File: src/rtl/axis_adc_decimator.sv
// -----------------------------------------------------------------------------
// axis_adc_decimator
//
// Boxcar decimator for the signed ADC sample stream. Each window of
// 2^cfg_shift accepted samples is summed and arithmetically shifted down,
// producing one averaged word per window. Every cfg_len-th output carries
// tlast so the stream can feed a packetising DMA stage directly.
//
// Ports:
//   aclk, aresetn      clock, asynchronous active-low reset
//   enable             run/stop; log2_avg and packet_len latched on 0->1
//   log2_avg           window length exponent (clamped to MAX_LOG2_AVG)
//   packet_len         outputs per packet (0 = tlast never asserted)
//   s_axis_*           sample input stream (tdata, tvalid, tready)
//   m_axis_*           averaged output stream (tdata, tvalid, tready, tlast)
//   busy               high while running or while an output is pending
//   dbg_state_o        current FSM state (0 = IDLE, 1 = ACCUM)
//
// Handshake: a word moves on any rising aclk edge where tvalid and tready are
// both high. The output side holds tvalid/tdata/tlast stable until taken.
// s_axis_tready is only high in ACCUM while enable is high and the single
// output register is empty or being drained in the same cycle, so a window
// can complete while the previous result leaves, without a bubble.
// -----------------------------------------------------------------------------
module axis_adc_decimator #(
   parameter int DATA_WIDTH   = 32,
   parameter int MAX_LOG2_AVG = 10,
   parameter int PKT_WIDTH    = 16
) (
   input  logic                  aclk,
   input  logic                  aresetn,
   input  logic                  enable,
   input  logic [3:0]            log2_avg,
   input  logic [PKT_WIDTH-1:0]  packet_len,
   input  logic [DATA_WIDTH-1:0] s_axis_tdata,
   input  logic                  s_axis_tvalid,
   output logic                  s_axis_tready,
   output logic [DATA_WIDTH-1:0] m_axis_tdata,
   output logic                  m_axis_tvalid,
   input  logic                  m_axis_tready,
   output logic                  m_axis_tlast,
   output logic                  busy,
   output logic                  dbg_state_o
);

   localparam int         AW        = DATA_WIDTH + MAX_LOG2_AVG;
   localparam int         CW        = MAX_LOG2_AVG + 1;
   localparam logic [3:0] MAX_SHIFT = 4'(MAX_LOG2_AVG);

   typedef enum logic {
      IDLE  = 1'b0,
      ACCUM = 1'b1
   } state_t;

   state_t                 state_q, state_d;
   logic                   enable_q;
   logic [3:0]             cfg_shift_q, cfg_shift_d;
   logic [PKT_WIDTH-1:0]   cfg_len_q, cfg_len_d;
   logic [PKT_WIDTH-1:0]   pkt_q, pkt_d;
   logic signed [AW-1:0]   acc_q, acc_d;
   logic [CW-1:0]          cnt_q, cnt_d;
   logic [DATA_WIDTH-1:0]  tdata_q, tdata_d;
   logic                   tvalid_q, tvalid_d;
   logic                   tlast_q, tlast_d;

   logic                   en_rise;
   logic                   in_hs;
   logic                   win_done;
   logic [CW-1:0]          win_last;
   logic signed [AW-1:0]   sum;
   logic [PKT_WIDTH-1:0]   pkt_inc;

   assign en_rise       = enable & ~enable_q;
   // Gating with enable keeps a sample from being taken in the cycle the
   // run is being stopped, since that partial window is thrown away anyway.
   assign s_axis_tready = (state_q == ACCUM) & enable & (~tvalid_q | m_axis_tready);
   assign in_hs         = s_axis_tvalid & s_axis_tready;

   // Sum including the sample on the bus, so the final sample of a window
   // goes straight into the result without an extra cycle.
   assign sum      = acc_q + {{MAX_LOG2_AVG{s_axis_tdata[DATA_WIDTH-1]}}, s_axis_tdata};
   assign win_last = (CW'(1) << cfg_shift_q) - CW'(1);
   assign win_done = (cnt_q == win_last);
   assign pkt_inc  = pkt_q + PKT_WIDTH'(1);

   always_comb begin
      state_d     = state_q;
      cfg_shift_d = cfg_shift_q;
      cfg_len_d   = cfg_len_q;
      pkt_d       = pkt_q;
      acc_d       = acc_q;
      cnt_d       = cnt_q;
      tdata_d     = tdata_q;
      tvalid_d    = tvalid_q;
      tlast_d     = tlast_q;

      // Drain first; a load below in the same cycle overrides it.
      if (m_axis_tready) begin
         tvalid_d = 1'b0;
         tlast_d  = 1'b0;
      end

      case (state_q)
         IDLE: begin
            if (en_rise) begin
               state_d     = ACCUM;
               cfg_shift_d = (log2_avg > MAX_SHIFT) ? MAX_SHIFT : log2_avg;
               cfg_len_d   = packet_len;
               acc_d       = '0;
               cnt_d       = '0;
               pkt_d       = '0;
            end
         end
         ACCUM: begin
            if (!enable) begin
               state_d = IDLE;
               acc_d   = '0;
               cnt_d   = '0;
               pkt_d   = '0;
            end else if (in_hs) begin
               if (win_done) begin
                  acc_d    = '0;
                  cnt_d    = '0;
                  tvalid_d = 1'b1;
                  tdata_d  = DATA_WIDTH'(sum >>> cfg_shift_q);
                  if ((cfg_len_q != '0) && (pkt_inc == cfg_len_q)) begin
                     tlast_d = 1'b1;
                     pkt_d   = '0;
                  end else begin
                     tlast_d = 1'b0;
                     pkt_d   = pkt_inc;
                  end
               end else begin
                  acc_d = sum;
                  cnt_d = cnt_q + CW'(1);
               end
            end
         end
         default: state_d = IDLE;
      endcase
   end

   always_ff @(posedge aclk or negedge aresetn) begin
      if (!aresetn) begin
         state_q     <= IDLE;
         enable_q    <= 1'b0;
         cfg_shift_q <= '0;
         cfg_len_q   <= '0;
         pkt_q       <= '0;
         acc_q       <= '0;
         cnt_q       <= '0;
         tdata_q     <= '0;
         tvalid_q    <= 1'b0;
         tlast_q     <= 1'b0;
      end else begin
         state_q     <= state_d;
         enable_q    <= enable;
         cfg_shift_q <= cfg_shift_d;
         cfg_len_q   <= cfg_len_d;
         pkt_q       <= pkt_d;
         acc_q       <= acc_d;
         cnt_q       <= cnt_d;
         tdata_q     <= tdata_d;
         tvalid_q    <= tvalid_d;
         tlast_q     <= tlast_d;
      end
   end

   assign m_axis_tdata  = tdata_q;
   assign m_axis_tvalid = tvalid_q;
   assign m_axis_tlast  = tlast_q;
   assign busy          = (state_q == ACCUM) | tvalid_q;
   assign dbg_state_o   = (state_q == ACCUM);

endmodule

File: config.mk
export PLATFORM = sky130hd
export DESIGN_NAME = axis_adc_decimator
export DESIGN_NICKNAME = d
export VERILOG_FILES = /design/src/rtl/axis_adc_decimator.sv
export SDC_FILE = /design/constraint.sdc
export NUM_CORES = 1
export LEC_CHECK = 0
export ABC_AREA = 0
export CAP_MARGIN = 10
export CORE_MARGIN = 3
export CORE_UTILIZATION = 50
export CTS_BUF_LIST = sky130_fd_sc_hd__clkbuf_4 sky130_fd_sc_hd__clkbuf_8
export DETAILED_ROUTE_END_ITERATION = 7
export GPL_TIMING_DRIVEN = 0
export MAX_ROUTING_LAYER = met4
export PLACE_DENSITY = 0.71
export SETUP_SLACK_MARGIN = 0.5
export SKIP_LAST_GASP = 1
export SYNTH_ARGS = -nofsm -noshare
export SYNTH_HDL_FRONTEND = slang
export SYNTH_SLANG_ARGS = --single-unit
File: constraint.sdc
create_clock -name aclk -period 6.2 [get_ports aclk]
set_clock_uncertainty 0.1 [all_clocks]
set_input_delay 0.62 -clock aclk [delete_from_list [all_inputs] [get_ports aclk]]
set_output_delay 0.62 -clock aclk [all_outputs]
set_load 0.01 [all_outputs]
==> qor.csv <==
metric;value;unit
maxcap violations;0;
DR vias;11000;
initial antenna violation count;0;
postcts setup bufs;0;
commonest non-fill, non-tap cell in the layout;nand2_1;
Layout Nets;1514;
CP max stage cell;clkbuf_1;
Worst Path Arrival;5.60;ns
Hold Crit Class;reg2reg;
worst slew pin tran;0.910;ns
Yosys Warn Count;0;
Die ar.;0.0232;sq mm
post-route antenna net violation count;0;
Max IR drop VDD;0.000145;V
endpoints failing hold;0;
Net Count, Synth;1399;
Crit Path Max Fanout;10;
CTS Buf Count;17;
Reg-to-Reg Start;cfg_shift_q[1]$_DFFE_PN0P_;
fillers;1884;
Leak Pwr;5.07;nW
Initial Util;51.9;%
cell family with most CP delay;buffers and inverters;
cell row count;52;
Residual DRC;0;
worst-skew pair later-pin latency;0.47;ns
H-tree depth;4;
HPWL after DPL;28500;um
Synth Register Bits;125;
total grt overflow;0;
Worst-path clk slew;0.08;ns
fin crit period;5.33;ns
total track usage;31.6;%
chip width;152;um
cells after synthesis;1297;
Worst EP required;6.47;ns
pre-CTS setup slack;-0.00758;ns
status;complete, no violations;
Rel. slew slack;39.3;%
DRT Pass-1 Iters;5;
global-route wire length before repair;57300;um
Peak Freq;0.188;GHz
vias per cell;6.51;
drt total wl;36800;um
crit path buf inv count;6;
Final Worst Setup Slack;0.869;ns
post-synthesis async set-or-reset flop share;100;%
Setup CP Type;reg2reg;
flop2flop setup slack;0.87;ns
fraction of layout cells with a size suffix above 1;9.42;%
Crit path top cell by count;clkbuf_1;
commonest cells after routing, fill and taps aside;196 x nand2_1, 125 x dfrtp_1, 94 x o21ai_0, 92 x clkdlybuf4s50_1, 90 x a21oi_1;
CP peak stage delay;0.55;ns
Worst Min Path Start;enable_q$_DFF_PN0_;
Area Overhead vs Synth;16.0;%
Worst Hold Margin;0.372;ns
fin. max-slew vios;0;
synth unique cells;95;
Final GP Congestion;0.989;
initial detailed-routing violation count;1008;
Synth Area per Inst;8.25;sq um
I/O Buffers;93;
largest net degree at the start of global routing;95;
Post-Synthesis Cell Area;0.0107;sq mm
Die Height;152;um
crit start category;flip-flop;
period utilisation layout;86.0;%
clk sinks;125;
RSZ-0062 raised after global routing;no;
Boundary Pins;94;
Core Box Area;0.0206;sq mm
Critical Path Source;cfg_shift_q[1]$_DFFE_PN0P_;
CTS tree;done;
Setup-failing EPs final;0;
post-route cell area;0.0124;sq mm
diode count;0;
PwrDens;248;mW/mm^2
prevailing post-synth register cell;dfrtp_1;
post-DR wirelength/cell;21.8;um
vias in the first global route;10300;
Root Driver;clkbuf_8;
EDFF count, synth;0;
maximum clock path buffer count;2;
cell breakdown of the critical path;clkbuf_2 > clkbuf_1 > clkbuf_1 > nor2_1 > nand2_1 > ha_1 > buf_2 > nor3_1 > o21ai_0 > a21oi_1 > o21a_1 > o2111ai_1 > or2_2 > clkbuf_1 > clkbuf_1 > nor2_1 > a211oi_1;
CP Capture Type;flip-flop;
post-synthesis sequential area ratio;29.2;%
Cell Area, Placed;0.0120;sq mm
==> per-stage QoR <==
| stage | util, % | instances | power, mW | TNS (ns) |
|---|---|---|---|---|
| finish | 60.2 | 1693 | 3.08 | 0 |
| global route | 60.2 | 1693 | 3.22 | 0 |
| CTS | 60.2 | 1693 | 3.04 | 0 |
| detailed placement | 58.2 | 1662 | 2.30 | -0.0116 |
| global placement | 58.0 | 1660 | 2.28 | -91.40 |
| floorplan | - | 1297 | 1.87 | 0 |
==> timing repair <==
item                                    in CTS  in global routing
hold endpoints to repair                    31                  0
hold buffers                                 1                  0
endpoints found under the setup margin      99                 89
resized for setup                            7                  7
==> cell type report <==
class | count | area [sq um] | area share, %
multi-input cells | 1072 | 7190 | 57.9
flip-flops and latches | 125 | 3130 | 25.2
repair buffers | 96 | 975 | 7.85
plain buffers | 82 | 340 | 2.74
well taps | 270 | 338 | 2.72
clock buffers | 20 | 263 | 2.12
clock inverters | 10 | 118 | 0.947
inverters | 18 | 67.6 | 0.544
==> metal layers <==
layer | up-vias | track usage [%] | share of wire, %
li1 | 5099 | - | -
met1 | 5319 | 43.1 | 44
met2 | 524 | 48.6 | 45
met3 | 83 | 6.31 | 8.6
met4 | 0 | 8.35 | 2.5
met5 | - | - | 0
==> cells by family after synthesis <==
family	synth area share, %
flops	29.2
simple gates	20.3
xor+xnor	5.16
fa+ha+maj	5.33
compound gates	26.9
buf+inv	3.71
mux	9.36
==> worst paths after layout <==
check | to | cells past startpoint
worst max-delay path | m_axis_tdata[29]$_DFFE_PN0P_ | 17
worst min-delay path | dbg_state_o$_DFF_PN0_ | 1
worst max register to register | m_axis_tdata[29]$_DFFE_PN0P_ | 17
worst min register to register | dbg_state_o$_DFF_PN0_ | 1
max in group asynchronous | acc_q[38]$_DFFE_PN0P_ | 3
min in group asynchronous | acc_q[9]$_DFFE_PN0P_ | 2
==> registers in the layout (all words and copies together) (netlist names) <==
signal	flops
pkt_q	16
enable_q	1
cfg_len_q	16
dbg_state_o	1
cfg_shift_q	4
cnt_q	11
m_axis_tvalid	1
m_axis_tlast	1
acc_q	42
m_axis_tdata	32
==> synth_stat cells (all sizes together), types with 4 or more instances <==
cell     count  share of area [%]
a211oi      35                2.6
a21boi       9               0.67
a21o        26                1.8
a21oi       93                4.5
a22oi        4               0.37
a311oi       5               0.41
a31o         7               0.57
a31oi       20                1.2
and2        13               0.78
and3        13               0.76
and4         7               0.57
buf         21               0.94
clkbuf      61                2.1
dfrtp      125                 29
ha          44                5.1
inv         16               0.56
mux2        27                2.8
mux2i       28                2.7
mux4        18                3.8
nand2      197                6.9
nand2b       8               0.47
nand3       29                1.4
nand3b       7               0.49
nand4       18                1.1
nor2        83                2.9
nor2b        5               0.29
nor3        29                1.4
nor3b        5               0.35
nor4        21                1.3
o2111ai      4               0.33
o211ai      21                1.6
o21a         9               0.63
o21ai      116                5.5
o221ai       6               0.49
o22ai        6               0.35
o311ai       5               0.41
o31ai       28                2.0
or2          7               0.41
or3         12               0.70
xnor2       34                3.0
xor2        26                2.2
==> report_power, final <==
group / switching (mW) / internal (mW)
logic: 0.885 / 0.523
registers: 0.0531 / 0.873
clock network: 0.372 / 0.373
(Power assumes the default switching activity.)
